## src/rtl/estacionamiento_multicanal_if.sv

```systemverilog
// Sensor pins and occupancy/event outputs of the multi-lane parking counter.
// master drives the barrier pins; slave is the counter itself.
interface estacionamiento_multicanal_if #(
  parameter int N_LANES = 2,
  parameter int CNT_W   = 3
);
  logic [N_LANES-1:0] a;
  logic [N_LANES-1:0] b;
  logic [CNT_W-1:0]   cantidad;
  logic               lleno;
  logic               vacio;
  logic [N_LANES-1:0] entrada_p;
  logic [N_LANES-1:0] salida_p;
  logic [N_LANES-1:0] error_seq;
  logic               desborde;

  modport master (
    output a, b,
    input  cantidad, lleno, vacio, entrada_p, salida_p, error_seq, desborde
  );

  modport slave (
    input  a, b,
    output cantidad, lleno, vacio, entrada_p, salida_p, error_seq, desborde
  );
endinterface

```

## src/rtl/estacionamiento_multicanal.sv

```systemverilog
// Multi-lane parking occupancy counter: sync + debounce + direction FSM per lane, shared clamped counter.
// Pin-to-filtered 2+DEB_CYCLES cycles, events one cycle later; no backpressure (sensors are free-running).
module estacionamiento_multicanal #(
  parameter int N_LANES    = 2,
  parameter int CAPACITY   = 7,
  parameter int CNT_W      = 3,
  parameter int DEB_CYCLES = 4
) (
  input  logic clk,
  input  logic reset,
  estacionamiento_multicanal_if.slave bus
);

  localparam int DW = (DEB_CYCLES > 1) ? $clog2(DEB_CYCLES) : 1;
  localparam int SW = CNT_W + $clog2(N_LANES) + 1;
  localparam logic signed [SW-1:0] CAP_S = SW'(CAPACITY);
  localparam logic signed [SW-1:0] UNO   = SW'(1);

  typedef enum logic [2:0] {
    REPOSO, E1, E2, E3, S1, S2, S3, INVALIDO
  } estado_t;

  logic [N_LANES-1:0] ent_c;
  logic [N_LANES-1:0] sal_c;

  for (genvar i = 0; i < N_LANES; i++) begin : g_lane
    // index 0 = outer (a), index 1 = inner (b); levels are active-high after inversion
    logic [1:0]    raw;
    logic [1:0]    sy1;
    logic [1:0]    sy2;
    logic [1:0]    filt;
    logic [DW-1:0] deb [2];
    logic          fa;
    logic          fb;
    logic [1:0]    p;
    logic [1:0]    q;
    estado_t       st;
    estado_t       st_d;
    logic          ent_r;
    logic          sal_r;
    logic          err_r;

    assign raw = {~bus.b[i], ~bus.a[i]};
    assign fa  = filt[0];
    assign fb  = filt[1];
    assign p   = {fa, fb};
    assign q   = {fb, fa};

    always_ff @(posedge clk) begin
      if (reset) begin
        sy1  <= '0;
        sy2  <= '0;
        filt <= '0;
        for (int j = 0; j < 2; j++) deb[j] <= '0;
      end else begin
        sy1 <= raw;
        sy2 <= sy1;
        for (int j = 0; j < 2; j++) begin
          if (sy2[j] != filt[j]) begin
            if (deb[j] == DW'(DEB_CYCLES - 1)) begin
              filt[j] <= sy2[j];
              deb[j]  <= '0;
            end else begin
              deb[j] <= deb[j] + DW'(1);
            end
          end else begin
            deb[j] <= '0;
          end
        end
      end
    end

    // exit states use the entry table with the two sensors swapped (q instead of p)
    always_comb begin
      st_d = st;
      unique case (st)
        REPOSO: begin
          case (p)
            2'b10:   st_d = E1;
            2'b01:   st_d = S1;
            2'b11:   st_d = INVALIDO;
            default: st_d = REPOSO;
          endcase
        end
        E1: begin
          case (p)
            2'b11:   st_d = E2;
            2'b00:   st_d = REPOSO;
            2'b10:   st_d = E1;
            default: st_d = INVALIDO;
          endcase
        end
        E2: begin
          case (p)
            2'b01:   st_d = E3;
            2'b10:   st_d = E1;
            2'b11:   st_d = E2;
            default: st_d = INVALIDO;
          endcase
        end
        E3: begin
          case (p)
            2'b00:   st_d = REPOSO;
            2'b11:   st_d = E2;
            2'b01:   st_d = E3;
            default: st_d = INVALIDO;
          endcase
        end
        S1: begin
          case (q)
            2'b11:   st_d = S2;
            2'b00:   st_d = REPOSO;
            2'b10:   st_d = S1;
            default: st_d = INVALIDO;
          endcase
        end
        S2: begin
          case (q)
            2'b01:   st_d = S3;
            2'b10:   st_d = S1;
            2'b11:   st_d = S2;
            default: st_d = INVALIDO;
          endcase
        end
        S3: begin
          case (q)
            2'b00:   st_d = REPOSO;
            2'b11:   st_d = S2;
            2'b01:   st_d = S3;
            default: st_d = INVALIDO;
          endcase
        end
        default: st_d = (p == 2'b00) ? REPOSO : INVALIDO;
      endcase
    end

    assign ent_c[i] = (st == E3) && (p == 2'b00);
    assign sal_c[i] = (st == S3) && (p == 2'b00);

    always_ff @(posedge clk) begin
      if (reset) begin
        st    <= REPOSO;
        ent_r <= 1'b0;
        sal_r <= 1'b0;
        err_r <= 1'b0;
      end else begin
        st    <= st_d;
        ent_r <= ent_c[i];
        sal_r <= sal_c[i];
        err_r <= (st_d == INVALIDO) && (st != INVALIDO);
      end
    end

    assign bus.entrada_p[i] = ent_r;
    assign bus.salida_p[i]  = sal_r;
    assign bus.error_seq[i] = err_r;
  end

  logic [CNT_W-1:0]       cnt_q;
  logic [CNT_W-1:0]       cnt_d;
  logic                   desb_q;
  logic                   desb_d;
  logic signed [SW-1:0]   delta;
  logic signed [SW-1:0]   suma;

  always_comb begin
    delta = '0;
    for (int i = 0; i < N_LANES; i++) begin
      if (ent_c[i]) delta = delta + UNO;
      if (sal_c[i]) delta = delta - UNO;
    end
    suma   = $signed({{(SW-CNT_W){1'b0}}, cnt_q}) + delta;
    cnt_d  = suma[CNT_W-1:0];
    desb_d = 1'b0;
    if (suma < 0) begin
      cnt_d  = '0;
      desb_d = 1'b1;
    end else if (suma > CAP_S) begin
      cnt_d  = CNT_W'(CAPACITY);
      desb_d = 1'b1;
    end
  end

  always_ff @(posedge clk) begin
    if (reset) begin
      cnt_q  <= '0;
      desb_q <= 1'b0;
    end else begin
      cnt_q  <= cnt_d;
      desb_q <= desb_d;
    end
  end

  assign bus.cantidad = cnt_q;
  assign bus.desborde = desb_q;
  assign bus.lleno    = (cnt_q == CNT_W'(CAPACITY));
  assign bus.vacio    = (cnt_q == '0);

endmodule

```

## src/flat_wrapper.sv

```systemverilog
// flat-port wrapper written by rule: the top's interface ports become plain ports
module estacionamiento_multicanal_flat 
#(
  parameter int N_LANES    = 2,
  parameter int CAPACITY   = 7,
  parameter int CNT_W      = 3,
  parameter int DEB_CYCLES = 4
)
  (clk, reset, bus_a, bus_b, bus_cantidad, bus_lleno, bus_vacio, bus_entrada_p, bus_salida_p, bus_error_seq, bus_desborde);
  estacionamiento_multicanal_if #(.N_LANES(N_LANES), .CNT_W(CNT_W)) bus_i ();
  input  logic clk;
  input  logic reset;
  input wire logic [$bits(bus_i.a)-1:0] bus_a;
  input wire logic [$bits(bus_i.b)-1:0] bus_b;
  output wire logic [$bits(bus_i.cantidad)-1:0] bus_cantidad;
  output wire logic [$bits(bus_i.lleno)-1:0] bus_lleno;
  output wire logic [$bits(bus_i.vacio)-1:0] bus_vacio;
  output wire logic [$bits(bus_i.entrada_p)-1:0] bus_entrada_p;
  output wire logic [$bits(bus_i.salida_p)-1:0] bus_salida_p;
  output wire logic [$bits(bus_i.error_seq)-1:0] bus_error_seq;
  output wire logic [$bits(bus_i.desborde)-1:0] bus_desborde;
  assign bus_i.a = bus_a;
  assign bus_i.b = bus_b;
  assign bus_cantidad = bus_i.cantidad;
  assign bus_lleno = bus_i.lleno;
  assign bus_vacio = bus_i.vacio;
  assign bus_entrada_p = bus_i.entrada_p;
  assign bus_salida_p = bus_i.salida_p;
  assign bus_error_seq = bus_i.error_seq;
  assign bus_desborde = bus_i.desborde;
  estacionamiento_multicanal #(.N_LANES(N_LANES), .CAPACITY(CAPACITY), .CNT_W(CNT_W), .DEB_CYCLES(DEB_CYCLES)) u_core (.clk(clk), .reset(reset), .bus(bus_i));
endmodule
```

## config.mk

```make
export PLATFORM = sky130hd
export DESIGN_NAME = estacionamiento_multicanal_flat
export DESIGN_NICKNAME = d
export VERILOG_FILES = /design/src/rtl/estacionamiento_multicanal_if.sv /design/src/rtl/estacionamiento_multicanal.sv /design/src/flat_wrapper.sv
export SDC_FILE = /design/constraint.sdc
export NUM_CORES = 1
export LEC_CHECK = 0
export ABC_AREA = 1
export BUFFER_PORTS_ARGS = -buffer_cell sky130_fd_sc_hd__buf_2
export CAP_MARGIN = 5
export CORE_MARGIN = 2
export CORE_UTILIZATION = 30
export DETAILED_ROUTE_END_ITERATION = 10
export PLACE_DENSITY = 0.53
export RECOVER_POWER = 50
export SLEW_MARGIN = 20
export SYNTH_ARGS = -nofsm -noshare
export SYNTH_HDL_FRONTEND = slang
export SYNTH_SLANG_ARGS = --single-unit
```

## constraint.sdc

```tcl
create_clock -name clk -period 6.7 [get_ports clk]
set_input_delay 1.34 -clock clk [delete_from_list [all_inputs] [get_ports clk]]
set_output_delay 1.34 -clock clk [all_outputs]
set_load 0.02 [all_outputs]
```

# Word-level counts from Yosys, hierarchy flattened
# Memories as Yosys holds them, arrays and structs flattened.
# Cells that the tools add are included.
dict set report classes {
  eq_ne 37
  div_mod_pow 0
  n_mux 83
  shifts 0
  mul 0
  reduce_logical 18
  n_bitwise 16
  addsub 8
  n_lt_le_gt_ge 2
}
# cell count
set op_table {}
lappend op_table {{$pmux W3 S3} 12}
lappend op_table {{$mux W1} 49}
lappend op_table {{$pmux W3 S7} 2}
lappend op_table {{$eq A3 B3 Y1 const B} 9}
lappend op_table {{$eq A2 B2 Y1 const B} 12}
lappend op_table {{$mux W2} 12}
lappend op_table {{$mux W5} 3}
lappend op_table {{$eq A3 B2 Y1 const B} 4}
lappend op_table {{$or A1 B1 Y1} 12}
lappend op_table {{$pmux W2 S3} 2}
lappend op_table {{$logic_not A3 Y1} 3}
lappend op_table {{$mux W3} 3}
lappend op_table {{$add A2 B1 Y2 const B} 4}
lappend op_table {{$eq A2 B1 Y1 const B} 4}
lappend op_table {{$logic_not A2 Y1} 4}
lappend op_table {{$reduce_and A2 Y1} 4}
lappend op_table {{$eq A3 B1 Y1 const B} 2}
lappend op_table {{$logic_and A1 B1 Y1} 6}
lappend op_table {{$ne A3 B3 Y1 const B} 2}
lappend op_table {{$add A4 B5 Y5} 1}
lappend op_table {{$add A5 B2 Y5 const B} 1}
lappend op_table {{$gt A5 B4 Y1 const B} 1}
lappend op_table {{$lt A5 B1 Y1 const B} 1}
lappend op_table {{$sub A5 B2 Y5 const B} 1}
lappend op_table {{other kinds (4)} 10}
dict set report word_totals {
  wordCells 184
  latch_bits 0
  input_bits 6
  mem_bits_ro 0
  output_inout_bits 12
  ff_bits 28
  mem_bits_rw 8
  memories 2
}
# name depth width rd rd_clocked_by_memory_dff wr line
set memory_table {}
lappend memory_table {{u_core.g_lane[0].deb} 2 2 2 0 2 estacionamiento_multicanal.sv:32} ;# logic [DW-1:0] deb [2];
lappend memory_table {{u_core.g_lane[1].deb} 2 2 2 0 2 estacionamiento_multicanal.sv:32}

# Depth between registers and ports, before layout
# Gate-level depths: netlist of run 1.
dict set report logic_depth {
  word_depth 13
  depth_mapped 21
  depth_no_buf 21
}

# Worst setup path after synthesis of run 1
# Ideal clock, no wire load.
dict set report synth_timing {
  path_type {reg-to-reg}
  startpoint {register u_core.g_lane[1].filt[0]}
  endpoint {register u_core.cnt_q[0] (netlist: u_core.bus.cantidad[0])}
  setup_time_ns 0.114
  period_less_slack_ns 2.850
  path_buffers 0
  arrival_time_ns 2.736
  stages_incl_launch_ff 16
  slack_ns 3.850
  t_required_ns 6.586
  cell_sequence {dfxtp_1 -> inv_1 -> ha_1 -> nand4_2 -> inv_1 -> fa_1 -> xor2_1 -> ha_1 -> inv_1 -> fa_1 -> inv_1 -> a21oi_1 -> a21oi_1 -> nand2_1 -> nand3_1 -> nor2_1}
}
dict set report synth_between {
  elab_chain_len 8
  word_cells_on_any_way 11
  cone_classes {2 x add/sub; 2 x order compare; 3 x mux; 4 x reduce/logical}
}
# element line
set synth_lines {}
lappend synth_lines {{start, declared} estacionamiento_multicanal.sv:31} ;# logic [1:0] filt;
lappend synth_lines {{start signal, assigned by index} estacionamiento_multicanal.sv:61} ;# filt[j] <= sy2[j];
lappend synth_lines {{$logic_not A2 Y1 *} estacionamiento_multicanal.sv:137} ;# assign ent_c[i] = (st == E3) && (p == 2'b00);
lappend synth_lines {{$logic_and A1 B1 Y1 *} estacionamiento_multicanal.sv:137}
lappend synth_lines {{via u_core.ent_c[1]} estacionamiento_multicanal.sv:23} ;# logic [N_LANES-1:0] ent_c;
lappend synth_lines {{$mux W5 *} estacionamiento_multicanal.sv:169} ;# if (ent_c[i]) delta = delta + UNO;
lappend synth_lines {{$sub A5 B2 Y5} estacionamiento_multicanal.sv:170} ;# if (sal_c[i]) delta = delta - UNO;
lappend synth_lines {{$mux W5 *} estacionamiento_multicanal.sv:170}
lappend synth_lines {{$add A4 B5 Y5 *} estacionamiento_multicanal.sv:172} ;# suma = $signed({{(SW-CNT_W){1'b0}}, cnt_q}) + delta;
lappend synth_lines {{$gt A5 B4 Y1 or $lt A5 B1 Y1 (tied branches)} {estacionamiento_multicanal.sv:178, estacionamiento_multicanal.sv:175}}
lappend synth_lines {{$mux W3 or $reduce_or A2 Y1 (tied branches)} -}
lappend synth_lines {{end signal, assigned} estacionamiento_multicanal.sv:189} ;# cnt_q <= cnt_d;
lappend synth_lines {{end, declared} estacionamiento_multicanal.sv:159} ;# logic [CNT_W-1:0] cnt_q;
# Mark *: on every way through the listed nets, which the timed path passes. The rest lies on a longest branch.
# A chain may end at the register's enable or synchronous reset.

# Final worst setup path of run 1
# Same ends and word-level chain as after synthesis.

==> qor.csv, run 1 <==
stage;metric;value;unit
global_routing;grt met3 use;2.85;%
global_routing;initial antenna violation count;0;
synth;Syn. warnings;0;
worst_hold_path;Hold EP;u_core.g_lane[1].sy2[1];
timing;Worst Skew;0.00341;ns
clock_tree;CTS Buf Count;5;
timing;post-layout min period;3.12;ns
worst_setup_path;crit path kind;flip-flop to flip-flop;
synth;Syn Inst Count;299;
synth;Post-synth EDFFs;8;
timing;final hold violations;0;
job;max-cap violations;0;
worst_setup_path;flop2flop setup slack;3.58;ns
routing;Antenna Nets Post-Route;0;
clock_tree;Clk pin slew, worst setup/hold paths;0.08;ns
pwr;Pint;0.312;mW
die;die area;8120;µm²
placed_design;GPL Wtd Cong;0.815;
timing;slew at the pin closest to its max-slew limit;0.572;ns
die;core footprint;7210;µm²
finish;area of the multi-input gates;1170;µm²
timing;Max Transition Viols Final;0;
global_routing;vias in the first global route;1653;
routing;via count;1808;
synth;sequential fraction of the synthesis area;36.0;%
clock_tree;Post-CTS Hold Fix Bufs;0;
placed_design;Cell Area, Placed;2400;µm²
timing;Max Fclk;321;MHz
clock_tree;H-tree depth;2;
clock_tree;CTS tree;done;
clock_tree;Resized Gates After CTS;0;
pwr;Comb power frac;7.7;%
worst_setup_path;Startpoint Class;flip-flop;
die;DIE HEIGHT;90.1;µm
routing;Starting DRT DRC Count;127;
global_routing;met2 usage in global routing;15.9;%
synth;Seq cells post-synth;36;
finish;fillcell total;795;
worst_hold_path;Worst Hold Class;flip-flop to flip-flop;
worst_setup_path;Crit path arrival time;3.35;ns
worst_setup_path;CP required;6.93;ns
clock_tree;setup bufs post-CTS;0;
global_routing;gr usage total;10.3;%
worst_hold_path;Min-Delay Path Depth;2;
synth;post-synth top area share;25.2;%
pwr;cell area power density;170;nW/µm²
clock_tree;Max Root-Sink Buffers;2;
synth;Post-Syn Area;2230;µm²
worst_setup_path;RR Endpoint;u_core.bus.cantidad[0];
die;Ports;18;
global_routing;met1 usage;13.3;%
timing;# setup viols final;0;
synth;Avg Synthesized Cell Area;7.44;µm²
die;Rows;31;
timing;Sum Neg Setup Slack;0;ns
finish;post-route cell area;2490;µm²
worst_hold_path;Hold Path Origin;u_core.g_lane[1].sy1[1];
clock_tree;clock root buffer;clkbuf_8;
finish;ratio of cells with drive above 1 in the final layout;12.7;%
pwr;Clock power frac;36.9;%
global_routing;first-pass GRT wire length;6920;µm
synth;Distinct cells, synth;29;
finish;number of antenna diodes;0;
routing;DRC;0;
worst_setup_path;worst r2r src;u_core.g_lane[1].filt[0];
synth;top cells by count, synth;nor2_1, inv_1, nand2_1;
clock_tree;clock sinks;36;
timing;period utilization;46.6;%
placed_design;detailed placement HPWL;3080;µm
pwr;P_leak;1.23;nW
pwr;VDD IR max;0.0927;mV
synth;area leader, netlist;dfxtp_1;
finish;Util after Layout;34.5;%
synth;most common cell in the synthesized netlist;nor2_1;
global_routing;grt total ovfl;0;
finish;non-filler cells, final;421;
synth;fraction of registers with async set/reset;0;%
timing;max_slew headroom;61.9;%
routing;Via density;4.29;
outcome;outcome;finished clean;
finish;fin nets;353;
pwr;switching power;0.111;mW
pwr;sequential share of power;55.4;%
die;Die W;90.1;µm
worst_setup_path;Reg2Reg Depth;16;
pwr;Net Sw Frac;26.3;%
global_routing;largest net degree at the start of global routing;17;
routing;final WL;4040;µm
global_routing;grt peak-use layer;met2;
routing;WL per Instance;9.60;µm
timing;RSZ-0062 raised after global routing;no;
worst_setup_path;Max FO, Critical Path;8;
placed_design;port bufs;17;
placed_design;Placed Instances;413;
die;Initial Util;30.9;%
finish;Layout Area Growth over Synthesis;11.7;%
worst_setup_path;Worst setup EP type;flip-flop;
clock_tree;clock latency on the worst-skew pair;0.29;ns
routing;router iterations before antenna repair;4;
synth;largest cells by area after synthesis;dfxtp_1, ha_1, edfxtp_1;
finish;flip-flop and latch area;801;µm²
synth;Synth Flop Type;dfxtp_1;
[cells by family after synthesis]
| group | share of synthesized area (%) |
|---|---|
| xor+xnor | 0.787 |
| other cells | 0.168 |
| simple gates | 26.4 |
| flops | 36.0 |
| fa+ha+maj | 15.3 |
| compound gates | 8.77 |
| buf+inv | 12.6 |
[area by class of cell]
class	instances	share of cell area (%)
Tap cell	99	4.98
Multi-Input combinational cell	202	47.1
Clock inverter	3	0.755
Sequential cell	36	32.2
Clock buffer	5	2.77
Timing Repair Buffer	17	3.22
Inverter	59	8.96
[power groups by stage]
stage | combinational [mW] | sequential [mW] | clock (mW)
2_1_floorplan | 0.0257 | 0.238 | 0
3_3_place_gp | 0.0327 | 0.240 | 0
3_5_place_dp | 0.0327 | 0.240 | 0
4_1_cts | 0.0328 | 0.235 | 0.164
5_1_grt | 0.0383 | 0.236 | 0.172
6_report | 0.0327 | 0.235 | 0.156
[sequential cells by signal, indices dropped and copies added (netlist names)]
name and flops:
u_core.g_lane.ent_r 2, u_core.bus.desborde 1, u_core.g_lane.sal_r 2, u_core.g_lane.st 6, u_core.g_lane.deb 8, u_core.bus.cantidad 3
u_core.g_lane.filt 4, u_core.g_lane.sy2 4, u_core.g_lane.err_r 2, u_core.g_lane.sy1 4
[metrics by stage]
stage / worst slack [ns] / hold slack [ns] / power, mW
finish: 3.58 / 0.403 / 0.424
global route: 3.32 / 0.416 / 0.446
CTS: 3.56 / 0.404 / 0.431
detailed placement: 3.59 / 0.393 / 0.273
global placement: 3.70 / 0.395 / 0.273
floorplan: 3.85 / 0.388 / 0.264
[layout by cell type, fill, tap and decap left out, types with 2 or more instances in the layout]
master,Yosys,routed
nand2_1,33,33
buf_2,0,13
o21ai_0,13,14
fa_1,2,2
ha_1,24,24
inv_1,54,54
nand3_2,2,2
conb_1,1,8
nor2_1,55,55
clkinv_2,1,3
o211ai_1,5,5
nand3_1,17,17
clkbuf_8,0,5
dfxtp_1,28,28
nor3_1,7,7
nand4_1,5,5
nand2_2,10,10
inv_2,4,4
edfxtp_1,8,8
a21oi_1,12,12
clkbuf_1,2,4
[how the worst max path moves through the flow]
stage / depth (start not counted) / start / to / slack (ns)
after floorplan: 15 / u_core.g_lane[1].filt[0] / u_core.bus.cantidad[0] / 3.85
after global placement: 15 / u_core.g_lane[1].filt[0] / u_core.bus.cantidad[2] / 3.70
after detailed placement: 16 / u_core.g_lane[1].filt[0] / u_core.bus.cantidad[0] / 3.59
after CTS: 16 / u_core.g_lane[1].filt[0] / u_core.bus.cantidad[0] / 3.56
after global routing: 16 / u_core.g_lane[1].filt[0] / u_core.bus.cantidad[2] / 3.32
final: 16 / u_core.g_lane[1].filt[0] / u_core.bus.cantidad[0] / 3.58
[per-layer routing]
| layer | routed length (µm) | up-vias |
|---|---|---|
| met5 | 0 | - |
| met2 | 1660 | 59 |
| li1 | - | 969 |
| met1 | 2010 | 768 |
| met4 | 90 | 0 |
| met3 | 283 | 12 |
[critical path: stages (launching register included)]
cell     delay (ns)
dfxtp_1        0.46
inv_1          0.14
ha_1           0.32
nand4_2        0.18
inv_1          0.09
fa_1           0.53
xor2_1         0.16
ha_1           0.16
inv_1          0.05
fa_1           0.39
inv_1          0.07
a21oi_1        0.08
inv_1          0.07
nand2_2        0.05
nand2_2        0.06
nand3_1        0.12
nor2_1         0.12
Note: power is estimated with default switching activity, not from simulation.
==> run 2: changes to the inputs <==
==> constraint.sdc (replaced) <==
create_clock -name clk -period 3.1 [get_ports clk]
set_input_delay 0.62 -clock clk [delete_from_list [all_inputs] [get_ports clk]]
set_output_delay 0.62 -clock clk [all_outputs]
set_load 0.02 [all_outputs]
==> qor.csv, run 2 (synthesis results as in run 1) <==
stage;metric;value;unit
outcome;outcome;finished clean;
finish;Reg with most FFs;u_core.g_lane.deb;
global_routing;first-pass GRT wire length;7290;µm
die;die area;8120;µm²
clock_tree;Clk pin slew, worst setup/hold paths;0.07;ns
worst_setup_path;Startpoint Class;flip-flop;
placed_design;worst slack at placement;0.167;ns
timing;Worst Skew;0.00506;ns
routing;DRC;0;
worst_hold_path;Worst Hold Class;flip-flop to flip-flop;
finish;area of the multi-input gates;1180;µm²
finish;Top Registers;u_core.g_lane.deb x8, u_core.g_lane.st x6;
routing;final WL;4090;µm
pwr;P_leak;1.24;nW
finish;Util after Layout;35.2;%
die;Initial Util;30.9;%
worst_setup_path;Worst path max stage delay;0.59;ns
worst_setup_path;Reg2Reg Depth;15;
placed_design;port bufs;17;
clock_tree;H-tree depth;2;
pwr;Power Total;0.907;mW
finish;most frequent cells in the layout;inv_1, nor2_1, nand2_1;
clock_tree;clock root buffer;clkbuf_8;
timing;RSZ-0062 raised after global routing;no;
die;Die W;90.1;µm
finish;fin nets;360;
finish;ratio of cells with drive above 1 in the final layout;13.7;%
worst_setup_path;worst r2r src;u_core.g_lane[1].filt[1];
clock_tree;clock latency on the worst-skew pair;0.29;ns
worst_setup_path;flop2flop setup slack;0.27;ns
clock_tree;CTS Buf Count;5;
placed_design;Cell Area, Placed;2460;µm²
worst_setup_path;crit path cell chain;inv_1 -> ha_1 -> nand4_2 -> inv_1 -> fa_1 -> xor2_1 -> ha_1 -> inv_1 -> fa_1 -> inv_1 -> a21oi_1 -> a21oi_1 -> nand2_1 -> nand3_1 -> nor2_1;
finish;Layout Area Growth over Synthesis;14.0;%
worst_setup_path;Worst setup EP type;flip-flop;
timing;Max Transition Viols Final;0;
timing;max_slew headroom;63.1;%
routing;Starting DRT DRC Count;127;
timing;post-layout min period;2.83;ns
worst_hold_path;Hold Path Origin;u_core.g_lane[1].sy1[0];
job;max-cap violations;0;
timing;Setup WS post-layout;0.274;ns
finish;flip-flop and latch area;807;µm²
finish;max reg flops;8;
timing;Sum Neg Setup Slack;0;ns
global_routing;grt total ovfl;0;
pwr;cell area power density;357;nW/µm²
global_routing;initial antenna violation count;0;
worst_setup_path;Crit path arrival time;3.00;ns
routing;Via density;4.25;
timing;final hold violations;0;
die;core footprint;7210;µm²
worst_setup_path;Max FO, Critical Path;8;
worst_setup_path;Worst Setup EP;u_core.bus.cantidad[2];
finish;post-route cell area;2540;µm²
clock_tree;Post-CTS Hold Fix Bufs;0;
finish;fillcell total;803;
finish;number of antenna diodes;0;
clock_tree;Max Root-Sink Buffers;2;
worst_setup_path;most frequent CP cell;inv_1;
pwr;VDD IR max;0.230;mV
routing;Antenna Nets Post-Route;0;
die;Rows;31;
worst_setup_path;crit path kind;flip-flop to flip-flop;
worst_setup_path;CP max stage cell;fa_1;
die;Ports;18;
worst_setup_path;CP startpoint;u_core.g_lane[1].filt[1];
timing;Max Fclk;354;MHz
clock_tree;clock sinks;36;
placed_design;detailed placement HPWL;3140;µm
timing;# setup viols final;0;
routing;router iterations before antenna repair;4;
clock_tree;CTS tree;done;
global_routing;vias in the first global route;1707;
routing;via count;1818;
routing;WL per Instance;9.55;µm
global_routing;largest net degree at the start of global routing;17;
global_routing;gr usage total;10.8;%
die;DIE HEIGHT;90.1;µm
worst_setup_path;CP required;3.28;ns
placed_design;GPL Wtd Cong;0.847;
timing;slew at the pin closest to its max-slew limit;0.553;ns
timing;period utilization;91.2;%
worst_setup_path;RR Endpoint;u_core.bus.cantidad[2];
[run 2: cell count changes in the layout (fill, tap and decap cells not counted), moves of 2 or more]
cell      delta
buf_4        +6
clkinv_2     -2
dfxtp_1      -3
dfxtp_2      +2
buf_2        -4
clkbuf_1     +6
[run 2: worst min path at each step]
stage,end,slack [ns],cells past startpoint
2_1_floorplan,u_core.g_lane[0].sy2[0],0.39,2
3_3_place_gp,u_core.g_lane[0].sy2[1],0.39,2
3_5_place_dp,u_core.g_lane[1].sy2[0],0.39,2
4_1_cts,u_core.g_lane[1].sy2[0],0.41,2
5_1_grt,u_core.g_lane[0].sy2[1],0.41,2
6_report,u_core.g_lane[1].sy2[0],0.40,2
[run 2: what timing repair did]
action                     in CTS  in global routing
gates resized for setup         0                  6
setup buffers                   0                  0
setup endpoints to repair       0                  4
[run 2: final cells by class]
class,count,area share (%)
Inverter,59,8.78
Clock inverter,2,0.444
Sequential cell,36,31.8
Clock buffer,6,2.86
Timing Repair Buffer,24,4.88
Tap cell,99,4.88
Multi-Input combinational cell,202,46.4
[run 2: report_power, final]
group          switching (mW)  total (mW)  internal, mW
combinational          0.0512      0.0799        0.0287
clock                   0.168       0.324         0.156
sequential            0.00944       0.503         0.494
total                   0.229       0.907         0.678
[run 2: routing by layer]
layer	part of all wire (%)	vias to the layer above	GRT usage (%)
met1	50	780	14.3
met2	44	54	17.2
met4	0.78	0	3.33
li1	-	979	-
met5	0	-	0
met3	5.8	5	2.93
[run 2: metrics by stage]
step / hold slack [ns] / cells
CTS: 0.405 / 428
global route: 0.413 / 428
finish: 0.403 / 428
global placement: 0.394 / 420
detailed placement: 0.394 / 420
floorplan: 0.388 / 306
[run 2: critical path: cells and delay by family (launching register included)]
family                     cells  cell delay (ns)
adders and majority gates      4             1.35
AOI/OAI and AO/OA              2             0.19
buffers and inverters          4             0.29
and+or+nand+nor                4             0.35
xor gates and xnor gates       1             0.15
DFF                            1             0.39
